`src/rtl/adc_trig_capture_ctrl.sv`:
```
// Triggered two-channel ADC capture sequencer writing a circular window in DMEM port 2.
// Keeps a programmable pre-trigger history, evaluates a threshold/edge trigger, then finishes post-trigger capture.
module adc_trig_capture_ctrl #(
    parameter int                    ADDR_WIDTH = 13,
    parameter logic [ADDR_WIDTH-1:0] BASE_ADDR  = 13'h800,
    parameter int                    RING_AW    = 11
) (
    input  logic                  sys_clk,
    input  logic                  sys_rst,
    input  logic [31:0]           adc_sample_i,
    input  logic                  adc_vld_i,
    input  logic                  csr_arm_i,
    input  logic                  csr_abort_i,
    input  logic [RING_AW-1:0]    cfg_len_i,
    input  logic [RING_AW-1:0]    cfg_pre_i,
    input  logic [11:0]           cfg_thresh_i,
    input  logic                  cfg_src_i,
    input  logic                  cfg_edge_i,
    input  logic                  cfg_force_i,
    output logic                  mem_we_o,
    output logic [ADDR_WIDTH-1:0] mem_addr_o,
    output logic [31:0]           mem_data_o,
    output logic                  busy_o,
    output logic                  done_o,
    output logic [RING_AW-1:0]    trig_idx_o,
    output logic [1:0]            state_o
);

    localparam int LW = RING_AW + 1;

    typedef enum logic [1:0] {
        IDLE  = 2'd0,
        PRE   = 2'd1,
        ARMED = 2'd2,
        POST  = 2'd3
    } state_t;

    // A programmed length of zero selects the full 2^RING_AW ring.
    function automatic logic [LW-1:0] ring_len(input logic [RING_AW-1:0] len);
        logic [LW-1:0] r;
        if (len == '0) begin
            r          = '0;
            r[RING_AW] = 1'b1;
        end else begin
            r = {1'b0, len};
        end
        return r;
    endfunction

    function automatic logic [RING_AW-1:0] clamp_pre(input logic [RING_AW-1:0] pre,
                                                     input logic [LW-1:0]      len);
        logic [LW-1:0] lim;
        lim = len - LW'(1);
        if ({1'b0, pre} > lim) return lim[RING_AW-1:0];
        return pre;
    endfunction

    function automatic logic edge_hit(input logic [11:0] prev, input logic prev_ok,
                                      input logic [11:0] cur, input logic [11:0] th,
                                      input logic fall);
        if (!prev_ok) return 1'b0;
        if (fall) return (prev >= th) && (cur < th);
        return (prev < th) && (cur >= th);
    endfunction

    state_t              state_q;
    logic                arm_q;
    logic [LW-1:0]       len_q;
    logic [RING_AW-1:0]  pre_q;
    logic [11:0]         thresh_q;
    logic                src_q;
    logic                edge_q;
    logic [RING_AW-1:0]  idx_q;
    logic [LW-1:0]       cnt_q;
    logic [11:0]         prev_q;
    logic                prev_vld_q;
    logic                done_q;
    logic [RING_AW-1:0]  trig_idx_q;
    logic                vld_p1;
    logic [ADDR_WIDTH-1:0] addr_p1;
    logic [31:0]         data_p1;

    logic                accept;
    logic                abort;
    logic                arm_ok;
    logic                trig;
    logic [11:0]         cur;
    logic [RING_AW-1:0]  idx_next;
    logic [LW-1:0]       len_new;
    logic [RING_AW-1:0]  pre_new;
    logic [LW-1:0]       post_rem;

    assign accept   = adc_vld_i && (state_q != IDLE);
    assign abort    = csr_abort_i && (state_q != IDLE);
    assign arm_ok   = (state_q == IDLE) && csr_arm_i && !arm_q && !csr_abort_i;
    assign cur      = src_q ? adc_sample_i[27:16] : adc_sample_i[11:0];
    assign idx_next = ({1'b0, idx_q} == len_q - LW'(1)) ? '0 : idx_q + RING_AW'(1);
    assign len_new  = ring_len(cfg_len_i);
    assign pre_new  = clamp_pre(cfg_pre_i, len_new);
    assign post_rem = len_q - {1'b0, pre_q} - LW'(1);
    assign trig     = (state_q == ARMED) && accept &&
                      (cfg_force_i || edge_hit(prev_q, prev_vld_q, cur, thresh_q, edge_q));

    // Control, sequencing and the registered write port
    always_ff @(posedge sys_clk) begin
        if (sys_rst) begin
            state_q    <= IDLE;
            arm_q      <= 1'b0;
            idx_q      <= '0;
            cnt_q      <= '0;
            prev_vld_q <= 1'b0;
            done_q     <= 1'b0;
            trig_idx_q <= '0;
            vld_p1     <= 1'b0;
            addr_p1    <= '0;
            data_p1    <= '0;
        end else begin
            arm_q  <= csr_arm_i;
            vld_p1 <= accept && !abort;
            if (accept && !abort) begin
                addr_p1 <= BASE_ADDR + ADDR_WIDTH'(idx_q);
                data_p1 <= adc_sample_i;
                idx_q   <= idx_next;
            end
            if (abort) begin
                state_q <= IDLE;
            end else begin
                case (state_q)
                    IDLE: begin
                        if (arm_ok) begin
                            done_q     <= 1'b0;
                            idx_q      <= '0;
                            prev_vld_q <= 1'b0;
                            cnt_q      <= {1'b0, pre_new};
                            state_q    <= (pre_new != '0) ? PRE : ARMED;
                        end
                    end
                    PRE: begin
                        if (accept) begin
                            prev_vld_q <= 1'b1;
                            cnt_q      <= cnt_q - LW'(1);
                            if (cnt_q == LW'(1)) state_q <= ARMED;
                        end
                    end
                    ARMED: begin
                        if (accept) prev_vld_q <= 1'b1;
                        if (trig) begin
                            trig_idx_q <= idx_q;
                            cnt_q      <= post_rem;
                            if (post_rem == '0) begin
                                state_q <= IDLE;
                                done_q  <= 1'b1;
                            end else begin
                                state_q <= POST;
                            end
                        end
                    end
                    POST: begin
                        if (accept) begin
                            cnt_q <= cnt_q - LW'(1);
                            if (cnt_q == LW'(1)) begin
                                state_q <= IDLE;
                                done_q  <= 1'b1;
                            end
                        end
                    end
                    default: state_q <= IDLE;
                endcase
            end
        end
    end

    // Configuration snapshot and trigger history; data only, no reset needed
    always_ff @(posedge sys_clk) begin
        if (arm_ok) begin
            len_q    <= len_new;
            pre_q    <= pre_new;
            thresh_q <= cfg_thresh_i;
            src_q    <= cfg_src_i;
            edge_q   <= cfg_edge_i;
        end
        if (accept) prev_q <= cur;
    end

    assign mem_we_o   = vld_p1;
    assign mem_addr_o = addr_p1;
    assign mem_data_o = data_p1;
    assign busy_o     = (state_q != IDLE);
    assign done_o     = done_q;
    assign trig_idx_o = trig_idx_q;
    assign state_o    = state_q;

endmodule

```
`config.mk`:
```
export PLATFORM = sky130hd
export DESIGN_NAME = adc_trig_capture_ctrl
export DESIGN_NICKNAME = d
export VERILOG_FILES = /design/src/rtl/adc_trig_capture_ctrl.sv
export SDC_FILE = /design/constraint.sdc
export NUM_CORES = 1
export LEC_CHECK = 0
export ABC_AREA = 1
export ABC_CLOCK_PERIOD_IN_PS = 6300
export CAP_MARGIN = 0
export CORE_MARGIN = 2
export CORE_UTILIZATION = 49
export CTS_BUF_LIST = sky130_fd_sc_hd__clkbuf_8 sky130_fd_sc_hd__clkbuf_16
export DETAILED_ROUTE_END_ITERATION = 10
export PLACE_DENSITY = 0.78
export SYNTH_ARGS = -nofsm -noshare
export SYNTH_HDL_FRONTEND = slang
export SYNTH_SLANG_ARGS = --single-unit
export TNS_END_PERCENT = 10
```
`constraint.sdc`:
```
create_clock -name sys_clk -period 6.3 [get_ports sys_clk]
set_clock_uncertainty 0.05 [all_clocks]
set_input_delay 1.26 -clock sys_clk [delete_from_list [all_inputs] [get_ports sys_clk]]
set_output_delay 1.26 -clock sys_clk [all_outputs]
set_load 0.01 [all_outputs]
```
==> flow_metrics.tcl <==
set metrics [dict create \
    hp-start "mem_addr_o[2]" \
    ant_nets 0 \
    worstPathArrival_ps 5090 \
    start_util_pct 49.9 \
    status "completed" \
    gp_congestion 0.918 \
    worst-r2r-cell-count 15 \
    via_per_inst 5.11 \
    place_area_um2 9340 \
    endpoint_kind "register" \
    cts_tree "yes" \
    drtIter0Drc 440 \
    io_pins 135 \
    cts_hold_buf 0 \
    synth_top_area_share_pct 21.4 \
    cts_made_buffers 17 \
    final_cell_area_um2 9930 \
    syn-cell-area_um2 7860 \
    routedWlPerCell_um 14.4 \
    area_growth_pct 26.3 \
    p_per_area_nw_per_um2 309 \
    cts_setup_buffers 0 \
    drv_slew 0 \
    avgSynthCellArea_um2 7.45 \
    postSynthNetCount 1186 \
    antenna_found_initial 0 \
    r2r_slack_ps 2220 \
    ys_ff_latch 133 \
    worst_r2r_endpoint "idx_q[10]" \
    num_antenna_cells 0 \
    grt_overflow 0 \
    grt_max_degree 57 \
    synth_area_leaders "dfxtp_1 21%, edfxtp_1 19%, nand2_1 10%" \
    vias 7185 \
    clock.fmax_ghz 0.207 \
    drive_above_1_share_pct 6.14 \
    drc 0 \
    gr-usage-all-layers_pct 24.5 \
    die_area_um2 17100 \
    first_global_vias 6891 \
    setup_viol 0 \
    clk_pin_slew_worst_paths_ps 50 \
    fin_crit_sh_pct 76.9 \
    crit_path_start_kind "input pin" \
    post-dp-hpwl_mm 15.0 \
    hold_class "register to register" \
    yosysUniqueCellTypes 48 \
    num_rows 46 \
    yosysWarnings 0 \
    final_core_util_pct 62.9 \
    rsz0062_at_grt "no" \
    ir_drop_uv 179 \
    ys_seq_area_share_pct 40.1 \
    tightest_slew_ps 903 \
    synthArstFlopShare_pct 0 \
    syn_inst 1056 \
    maxCapViolations 0 \
    leakage_uw 0.00451 \
    min_to "mem_addr_o[2]" \
    synth_edf_count 49 \
    required_ps 6550 \
    rr_startpoint "state_o[0]" \
    final_hold_viol_count 0 \
    synth_top_area_cell "dfxtp_1" \
    cts_root_buf "clkbuf_16" \
    clock_insertion_delay_worst_skew_ps 430 \
    dr.pass1.iters 7 \
    critPathKind "input pin to register" \
    setup-tns-final_ps 0 \
    yosys_most_used_dff "dfxtp_1" \
    htreeDepth 4 \
    post_cts_resized 0 \
    die_h_um 131 \
    worstPathMaxFanout 12 \
    wl_mm 20.3 \
    dieWidth_um 131 \
    cts_buffer_depth 2 \
    slew_headroom_pct 39.7 \
    grt_pass1_wl_mm 32.7 \
    cts_sinks 133 \
    layout_min_cycle_time_ps 4840 \
    io_buffers 133 \
    fin_nets 1306 \
    hold_depth 2 \
    design.core.area_um2 15800 \
    p_total_uw 3060 \
]
-- worst max-delay path, cell delays in order --
cell	delay (ps)
clkdlybuf4s50_1	430
inv_1	130
ha_1	210
nand2_2	80
nor2_4	140
nand3_4	130
nand2_1	150
nand2_1	60
nor2_1	190
nand4_1	120
nand2_1	100
inv_1	50
ha_1	280
nand2_1	70
nor3_1	240
a21oi_1	130
a21oi_2	360
nand2_4	160
o21ai_0	340
nand2_1	90
nor2_1	100
nand3_1	120
nand2_1	90
a21oi_1	60
-- cell usage in the layout (no fill, tap or decap), types with 2 or more instances in the layout --
| master | synthesis | final |
|---|---|---|
| nand2_1 | 214 | 214 |
| nor2_1 | 182 | 182 |
| inv_1 | 140 | 144 |
| clkdlybuf4s50_1 | 0 | 133 |
| dfxtp_1 | 84 | 84 |
| o21ai_0 | 67 | 67 |
| ha_1 | 55 | 55 |
| a21oi_1 | 51 | 51 |
| edfxtp_1 | 49 | 49 |
| nand3_1 | 42 | 42 |
| xor2_1 | 22 | 22 |
| nor3_1 | 20 | 20 |
| clkbuf_16 | 0 | 19 |
| nand4_1 | 15 | 15 |
| xnor2_1 | 12 | 12 |
| mux2_2 | 11 | 11 |
| nand2_2 | 8 | 8 |
| inv_2 | 6 | 6 |
| buf_4 | 2 | 4 |
| a21o_1 | 3 | 3 |
| nand3b_1 | 3 | 3 |
| nor4_1 | 4 | 3 |
| or2_2 | 3 | 3 |
| clkinv_2 | 0 | 3 |
| clkbuf_8 | 0 | 3 |
| nor2_2 | 3 | 2 |
| nor2_4 | 1 | 2 |
| a21oi_2 | 2 | 2 |
| o21bai_1 | 2 | 2 |
| o22ai_1 | 2 | 2 |
| a31oi_1 | 2 | 2 |
| o21a_1 | 2 | 2 |
| a211oi_1 | 2 | 2 |
-- state kept, by name, indices dropped and copies added (netlist names) --
register,cells
thresh_q,12
prev_q,12
trig_idx_o,11
src_q,1
mem_we_o,1
pre_q,11
len_q,12
cnt_q,12
done_o,1
mem_data_o,32
idx_q,11
mem_addr_o,12
prev_vld_q,1
arm_q,1
state_o,2
edge_q,1
-- worst max-delay path by stage --
stage	startpoint	to	slack (ps)	cells past startpoint
3_5_place_dp	cfg_len_i[0]	state_o[0]	1060	24
5_1_grt	cfg_len_i[0]	state_o[0]	1030	24
4_1_cts	cfg_len_i[0]	state_o[0]	1490	24
3_3_place_gp	cfg_len_i[0]	state_o[0]	1210	24
2_1_floorplan	csr_abort_i	cnt_q[9]	20	7
6_report	cfg_len_i[0]	state_o[0]	1460	24
-- layer usage --
| metal | wire length [um] | GRT usage, % | up-vias |
|---|---|---|---|
| met5 | 0 | 0 | - |
| met4 | 495 | 11.0 | 0 |
| met3 | 1400 | 5.82 | 42 |
| met2 | 9530 | 41.1 | 237 |
| met1 | 8870 | 30.0 | 3265 |
| li1 | - | - | 3641 |
-- where the power goes --
group / leakage [uW] / switching [uW] / internal, uW
Clock: 0.000312 / 359 / 614
Combinational: 0.00307 / 583 / 397
Sequential: 0.00113 / 82.1 / 1030
Total: 0.00451 / 1020 / 2040
-- through the flow --
step	hold WS, ps	cells	setup WS (ps)
2_1_floorplan	408	1056	15.8
3_3_place_gp	401	1373	1210
3_5_place_dp	407	1373	1060
4_1_cts	420	1405	1490
5_1_grt	447	1405	1030
6_report	417	1405	1460
-- logic make-up after synthesis --
family                     synth area share (%)
xor gates and xnor gates                   3.79
adders and majority gates                  9.01
muxes                                      1.58
DFF                                        40.1
AOI/OAI and AO/OA                          9.47
and+or+nand+nor                            26.9
other                                    0.0477
buffers and inverters                      9.13
-- Yosys cell counts (3+ instances only) --
cell	count
nand2_1	214
nor2_1	182
inv_1	140
dfxtp_1	84
o21ai_0	67
ha_1	55
a21oi_1	51
edfxtp_1	49
nand3_1	42
clkbuf_1	28
xor2_1	22
nor3_1	20
nand4_1	15
xnor2_1	12
mux2_2	11
nand2_2	8
inv_2	6
nor4_1	4
a21o_1	3
nand3b_1	3
nor2_2	3
or2_2	3
-- cell type report --
class,count,area [um^2]
timing repair buffer,137,1360
clock inverter,10,75.1
sequential,133,3150
clock buffer,22,517
inverter,146,548
fill,1411,5840
multi-input combinational,741,4000
tap,216,270
Note: power is estimated with default switching activity, not from simulation.
